==> src/rtl/pll_ctrl_pkg.sv <==
// Shared types for the PLL reconfiguration controller: the sequencer state
// encoding and the layout of one register-write table entry.
package pll_ctrl_pkg;

  localparam int PLL_AW = 6;
  localparam int PLL_DW = 8;

  typedef enum logic [2:0] {
    PRST,
    CFG,
    WLOCK,
    LOCKED,
    FAIL
  } state_t;

  typedef struct packed {
    logic [PLL_AW-1:0] addr;
    logic [PLL_DW-1:0] data;
  } tbl_entry_t;

endpackage

==> src/rtl/sync_2ff.sv <==
// Single-bit two-flop synchronizer, cleared to 0 by the async reset.
module sync_2ff (
  input  logic clk,
  input  logic rst_n,
  input  logic d,
  output logic q
);

  logic sync_p0;
  logic sync_p1;

  always_ff @(posedge clk or negedge rst_n) begin
    if (!rst_n) begin
      sync_p0 <= 1'b0;
      sync_p1 <= 1'b0;
    end else begin
      sync_p0 <= d;
      sync_p1 <= sync_p0;
    end
  end

  assign q = sync_p1;

endmodule

==> src/rtl/pll_reconfig_ctrl.sv <==
// Sequences the PLL through reset, dynamic register writes and lock
// acquisition with timeout/retry, then supervises lock and relocks on loss.
module pll_reconfig_ctrl
  import pll_ctrl_pkg::*;
#(
  parameter int NUM_REGS     = 8,
  parameter int RST_CYCLES   = 16,
  parameter int LOCK_TIMEOUT = 65535,
  parameter int MAX_RETRY    = 3,
  parameter int LOCK_STABLE  = 4
) (
  input  logic                        clk,
  input  logic                        rst_n,
  input  logic                        tbl_we,
  input  logic [$clog2(NUM_REGS)-1:0] tbl_idx,
  input  logic [PLL_AW-1:0]           tbl_addr,
  input  logic [PLL_DW-1:0]           tbl_data,
  input  logic [$clog2(NUM_REGS):0]   tbl_cnt,
  input  logic                        start,
  output logic                        busy,
  output logic                        done,
  output logic                        fail,
  output logic                        locked,
  output logic                        lock_lost,
  output logic                        pll_reset,
  output logic                        pll_dcs,
  output logic                        pll_dwe,
  output logic [PLL_AW-1:0]           pll_daddr,
  output logic [PLL_DW-1:0]           pll_di,
  input  logic                        pll_extlock
);

  localparam int IDX_W = $clog2(NUM_REGS);
  localparam int CNT_W = IDX_W + 1;
  localparam int RC_W  = $clog2(RST_CYCLES + 1);
  localparam int CF_W  = $clog2(2 * NUM_REGS + 1);
  localparam int TO_W  = $clog2(LOCK_TIMEOUT + 1);
  localparam int ST_W  = $clog2(LOCK_STABLE + 1);
  localparam int RT_W  = $clog2(MAX_RETRY + 1);

  localparam logic [CNT_W-1:0] NREG_C   = CNT_W'(NUM_REGS);
  localparam logic [RC_W-1:0]  RST_LAST = RC_W'(RST_CYCLES - 1);
  localparam logic [TO_W-1:0]  TO_LAST  = TO_W'(LOCK_TIMEOUT - 1);
  localparam logic [ST_W-1:0]  ST_LAST  = ST_W'(LOCK_STABLE - 1);
  localparam logic [RT_W-1:0]  RT_MAX   = RT_W'(MAX_RETRY);

  function automatic logic [CNT_W-1:0] sat_cnt(input logic [CNT_W-1:0] c);
    return (c > NREG_C) ? NREG_C : c;
  endfunction

  state_t            state, state_n;
  tbl_entry_t        tbl     [NUM_REGS];
  tbl_entry_t        run_tbl [NUM_REGS];
  logic [CNT_W-1:0]  cnt;
  logic [RC_W-1:0]   rst_cnt;
  logic [CF_W-1:0]   cfg_cnt;
  logic [CF_W-1:0]   cfg_last;
  logic [TO_W-1:0]   tmo_cnt;
  logic [ST_W-1:0]   st_cnt;
  logic [RT_W-1:0]   retry;
  logic [RT_W-1:0]   retry_inc;
  logic [IDX_W-1:0]  wr_idx;
  logic              ext_sync;
  logic              start_acc, lost, lock_hit, timeout, wr;

  sync_2ff u_sync_extlock (
    .clk   (clk),
    .rst_n (rst_n),
    .d     (pll_extlock),
    .q     (ext_sync)
  );

  assign cfg_last  = CF_W'({cnt, 1'b0}) - CF_W'(1);
  assign retry_inc = retry + RT_W'(1);
  assign wr_idx    = IDX_W'(cfg_cnt >> 1);

  always_ff @(posedge clk or negedge rst_n) begin
    if (!rst_n) state <= PRST;
    else        state <= state_n;
  end

  always_comb begin
    state_n   = state;
    start_acc = 1'b0;
    lost      = 1'b0;
    lock_hit  = 1'b0;
    timeout   = 1'b0;
    case (state)
      PRST:   if (rst_cnt == RST_LAST) state_n = (cnt == '0) ? WLOCK : CFG;
      CFG:    if (cfg_cnt == cfg_last) state_n = WLOCK;
      WLOCK: begin
        if (ext_sync && st_cnt == ST_LAST) begin
          lock_hit = 1'b1;
          state_n  = LOCKED;
        end else if (tmo_cnt == TO_LAST) begin
          timeout = 1'b1;
          state_n = (retry_inc < RT_MAX) ? PRST : FAIL;
        end
      end
      // Lock loss takes priority over a coincident start request.
      LOCKED: begin
        if (!ext_sync) begin
          lost    = 1'b1;
          state_n = PRST;
        end else if (start) begin
          start_acc = 1'b1;
          state_n   = PRST;
        end
      end
      FAIL: begin
        if (start) begin
          start_acc = 1'b1;
          state_n   = PRST;
        end
      end
      default: state_n = PRST;
    endcase
  end

  // Write strobes and PLL reset are decoded from state so async reset forces them at once.
  assign wr        = (state == CFG) && !cfg_cnt[0];
  assign pll_dcs   = wr;
  assign pll_dwe   = wr;
  assign pll_daddr = wr ? run_tbl[wr_idx].addr : '0;
  assign pll_di    = wr ? run_tbl[wr_idx].data : '0;
  assign pll_reset = !((state == WLOCK) || (state == LOCKED));
  assign locked    = (state == LOCKED);

  always_ff @(posedge clk or negedge rst_n) begin
    if (!rst_n) begin
      rst_cnt   <= '0;
      cfg_cnt   <= '0;
      tmo_cnt   <= '0;
      st_cnt    <= '0;
      retry     <= '0;
      cnt       <= '0;
      busy      <= 1'b0;
      done      <= 1'b0;
      fail      <= 1'b0;
      lock_lost <= 1'b0;
    end else begin
      rst_cnt   <= (state == PRST  && state_n == PRST)  ? rst_cnt + RC_W'(1) : '0;
      cfg_cnt   <= (state == CFG   && state_n == CFG)   ? cfg_cnt + CF_W'(1) : '0;
      tmo_cnt   <= (state == WLOCK && state_n == WLOCK) ? tmo_cnt + TO_W'(1) : '0;
      st_cnt    <= (state == WLOCK && state_n == WLOCK && ext_sync) ? st_cnt + ST_W'(1) : '0;
      busy      <= (state_n == PRST) || (state_n == CFG) || (state_n == WLOCK);
      done      <= lock_hit;
      lock_lost <= lost;
      if (start_acc || lost) retry <= '0;
      else if (timeout)      retry <= retry_inc;
      if (start_acc) cnt <= sat_cnt(tbl_cnt);
      if (start_acc)                       fail <= 1'b0;
      else if (timeout && state_n == FAIL) fail <= 1'b1;
    end
  end

  // The snapshot is taken from the pre-edge table, so a write in the same cycle misses it.
  always_ff @(posedge clk or negedge rst_n) begin
    if (!rst_n) begin
      for (int i = 0; i < NUM_REGS; i++) begin
        tbl[i]     <= '0;
        run_tbl[i] <= '0;
      end
    end else begin
      if (tbl_we && !busy && ({1'b0, tbl_idx} < NREG_C))
        tbl[tbl_idx] <= '{addr: tbl_addr, data: tbl_data};
      if (start_acc || lost)
        run_tbl <= tbl;
    end
  end

endmodule

==> config.mk <==
export PLATFORM = sky130hd
export DESIGN_NAME = pll_reconfig_ctrl
export DESIGN_NICKNAME = d
export VERILOG_FILES = /design/src/rtl/pll_ctrl_pkg.sv /design/src/rtl/sync_2ff.sv /design/src/rtl/pll_reconfig_ctrl.sv
export SDC_FILE = /design/constraint.sdc
export NUM_CORES = 1
export LEC_CHECK = 0
export ABC_AREA = 0
export CAP_MARGIN = 20
export CELL_PAD_IN_SITES_DETAIL_PLACEMENT = 0
export CELL_PAD_IN_SITES_GLOBAL_PLACEMENT = 1
export CORE_UTILIZATION = 55
export DETAILED_ROUTE_END_ITERATION = 6
export GPL_TIMING_DRIVEN = 0
export HOLD_SLACK_MARGIN = 0.15
export PLACE_DENSITY = 0.9
export SYNTH_ARGS = -nofsm -noshare
export SYNTH_HDL_FRONTEND = slang
export SYNTH_SLANG_ARGS = --single-unit
==> constraint.sdc <==
create_clock -name clk -period 4.2 [get_ports clk]
set_input_delay 0.84 -clock clk [delete_from_list [all_inputs] [get_ports clk]]
set_output_delay 0.84 -clock clk [all_outputs]
set_load 0.01 [all_outputs]
==> flow_summary.toml <==
[die]
core-area_mm2 = 0.0203
row_count = 52
start_util_pct = 56.4
dieArea_mm2 = 0.0214
die_y_um = 146
die_w_um = 146
ios = 48

[setup_path]
cp.required_ns = 3.36
worstSetupPathType = "register to output port"
crit_arrival_ns = 3.05
crit_path_end_kind = "output port"
cp-start-kind = "register"
critical_path.max_fanout = 10

[finish]
nFillCells = 1437
layout-drive-gt1-share_pct = 32.1
final_nets = 878
diodes = 0
syn2layout_area_growth_pct = 15.1
final_cell_area_mm2 = 0.0132

[synthesis]
synth_ff_type = "dfrtp_1"
ys_warn_count = 0
syn_inst = 766
synth_most_common_cell = "dfrtp_1"
syn_nets = 801
yosys.area.top_type = "dfrtp_1"
ys_ff_latch = 268
synthTopCellsByCount = "dfrtp_1 (268), mux2_2 (167), mux2_1 (58)"
synth_edf_count = 0
synth_cell_types = 48
avgSynthCellArea_um2 = 15.0
synth_area_mm2 = 0.0115
synth_top_area_share_pct = 58.6
synthArstFlopShare_pct = 100
synth_area_leaders = "dfrtp_1 (59%), mux2_2 (16%), mux2_1 (5.7%)"
ys_seq_area_share_pct = 58.6

[detailed_routing]
antenna_left = 0
vias = 6506
viasPerCell = 5.75
wl_um = 24800
avgRoutedWirePerCell_um = 21.9
drc_errors = 0
firstDrtPassIters = 4
first_iter_violations = 269

[sta]
worst_pin_slew_ns = 1.05
finalHoldViolCount = 0
skew_ns = 0.0107
setup_tns_ns = 0
maxSlewHeadroom_pct = 29.8
finalSetupViolCount = 0
drv_slew = 0
finalCritPeriodShare_pct = 92.7
period_minus_slack_ns = 3.89
rsz0062_at_grt = "false"
fmax_mhz = 257

[cts]
clock_latency_ns = 0.54
cts_setup_buffers = 0
cts_max_path_buffers = 3
cts_sinks = 268
htree_levels = 1
clkTransAtPathRegs_ns = 0.06
cts_root_buf = "clkbuf_16"
cts_tree = "built"
cts_buffers = 27

[placed_design]
gp_congestion = 0.780
dp_hpwl_um = 15800
portBuffers = 47
placed_area_mm2 = 0.0123

[pwr]
peakVddDrop_mv = 0.373
p_leak_uw = 0.00635
comb_power_share_pct = 25.5
p_seq_share_pct = 44.2
p_sw_share_pct = 28.9
p_int_uw = 5640
powerDensity_mw_per_mm2 = 602
power_switching_uw = 2290
pwr-share-clk_pct = 30.3

[global_routing]
grt_usage_pct = 24.6
grtUsageMet2_pct = 41.0
antenna_found_initial = 0
grt_max_degree = 140
grt_pass1_vias = 7206
busiest_layer = "met2"
grt_pass1_wl_um = 40000
gr-usage-met3_pct = 3.59
grt_use_met1_pct = 33.7
grt_overflow = 0

[flow_run]
maxCapViolCount = 0

[worst_hold_path]
holdCritPathClass = "register to register"

[outcome]
outcome = "complete, no violations"
==> layout make-up <==
cell class / count / area, um2 / area share [%]
buffer: 38 / 267 / 2.02
clock buffer: 35 / 736 / 5.58
timing repair buffer: 48 / 503 / 3.82
clock inverter: 13 / 148 / 1.12
inverter: 15 / 56.3 / 0.427
multi-input combinational: 445 / 4420 / 33.6
sequential: 268 / 6710 / 50.9
tap: 270 / 338 / 2.56
==> worst max-delay path, stage by stage (launching register included) <==
cell and delay [ns]:
dfrtp_1 0.32, clkbuf_1 0.22, clkbuf_1 0.75, mux4_2 0.41, mux2i_1 0.25, nor2_1 0.09
clkdlybuf4s50_1 0.49
==> sequential cells by signal, summed over array words and instances, names as in the netlist, 2 cells and up <==
signal / flops
run_tbl: 112
tbl: 112
tmo_cnt: 16
cfg_cnt: 5
rst_cnt: 5
cnt: 4
st_cnt: 3
state: 3
retry: 2
==> cells by family (layout without fill, tap and decap cells) <==
group | Yosys count | after routing | synth area share (%)
AOI/OAI and AO/OA | 16 | 16 | 1.14
DFF | 268 | 268 | 58.6
adders and majority gates | 9 | 9 | 0.983
and+or+nand+nor | 127 | 127 | 5.67
xor gates and xnor gates | 26 | 26 | 1.99
muxes | 267 | 267 | 28.9
buffers and inverters | 53 | 149 | 2.81
==> what timing repair did <==
action	CTS	global route
hold buffers	0	0
setup endpoints to repair	0	1
gates resized for setup	0	2
==> metrics by stage <==
stage          power [uW]  util (%)  cells  setup WS, ns  hold WS (ns)
5_1_grt              8310      64.9   1132         0.161         0.386
2_1_floorplan        4840         -    766          1.74         0.331
6_report             7930      64.9   1132         0.307         0.372
3_5_place_dp         5570      60.6   1084         0.683         0.358
4_1_cts              7980      64.9   1132         0.100         0.384
3_3_place_gp         5440      60.4   1083         -7.93         0.344
==> power groups by stage <==
stage,Sequential [uW],Clock (uW),Combinational [uW]
finish,3500,2400,2020
global route,3570,2550,2190
CTS,3500,2430,2050
detailed placement,3540,0,2030
global placement,3490,0,1950
floorplan,3420,0,1420
==> cell usage in the layout (no fill, tap or decap), types with 2 or more instances in the layout <==
cell             count
dfrtp_1            268
mux2_2             167
mux2_1              58
nor2_1              49
clkdlybuf4s50_1     46
mux4_2              28
clkbuf_16           27
nand2_1             18
nand3_1             16
xor2_1              15
clkbuf_1            15
mux2i_1             14
inv_1               14
xnor2_1             11
buf_2               10
ha_1                 9
buf_4                8
nor3_1               8
clkinv_2             8
buf_8                6
nand2b_1             6
and3_1               6
nor3b_1              5
o21ai_0              4
nand3b_1             3
a21oi_1              3
nand4_1              3
bufinv_16            3
clkbuf_8             3
buf_1                2
a41oi_1              2
nor2b_1              2
inv_6                2
==> worst paths after layout <==
path	slack [ns]	to	start	depth (start not counted)
worst max-delay path	0.31	pll_daddr[4]	cfg_cnt[2]	6
worst min-delay path	0.37	u_sync_extlock.q	u_sync_extlock.sync_p0	0
worst max register to register	1.74	tbl[25]	busy	4
worst min register to register	0.37	u_sync_extlock.q	u_sync_extlock.sync_p0	0
max in group asynchronous	2.65	run_tbl[90]	rst_n	2
min in group asynchronous	0.38	tmo_cnt[8]	rst_n	1
==> per-layer routing <==
metal	share of wire (%)	vias up
li1	-	2869
met1	43	3445
met2	50	144
met3	3.8	48
met4	3.0	0
met5	0	-
No activity file was read; power rests on OpenSTA's default activity.
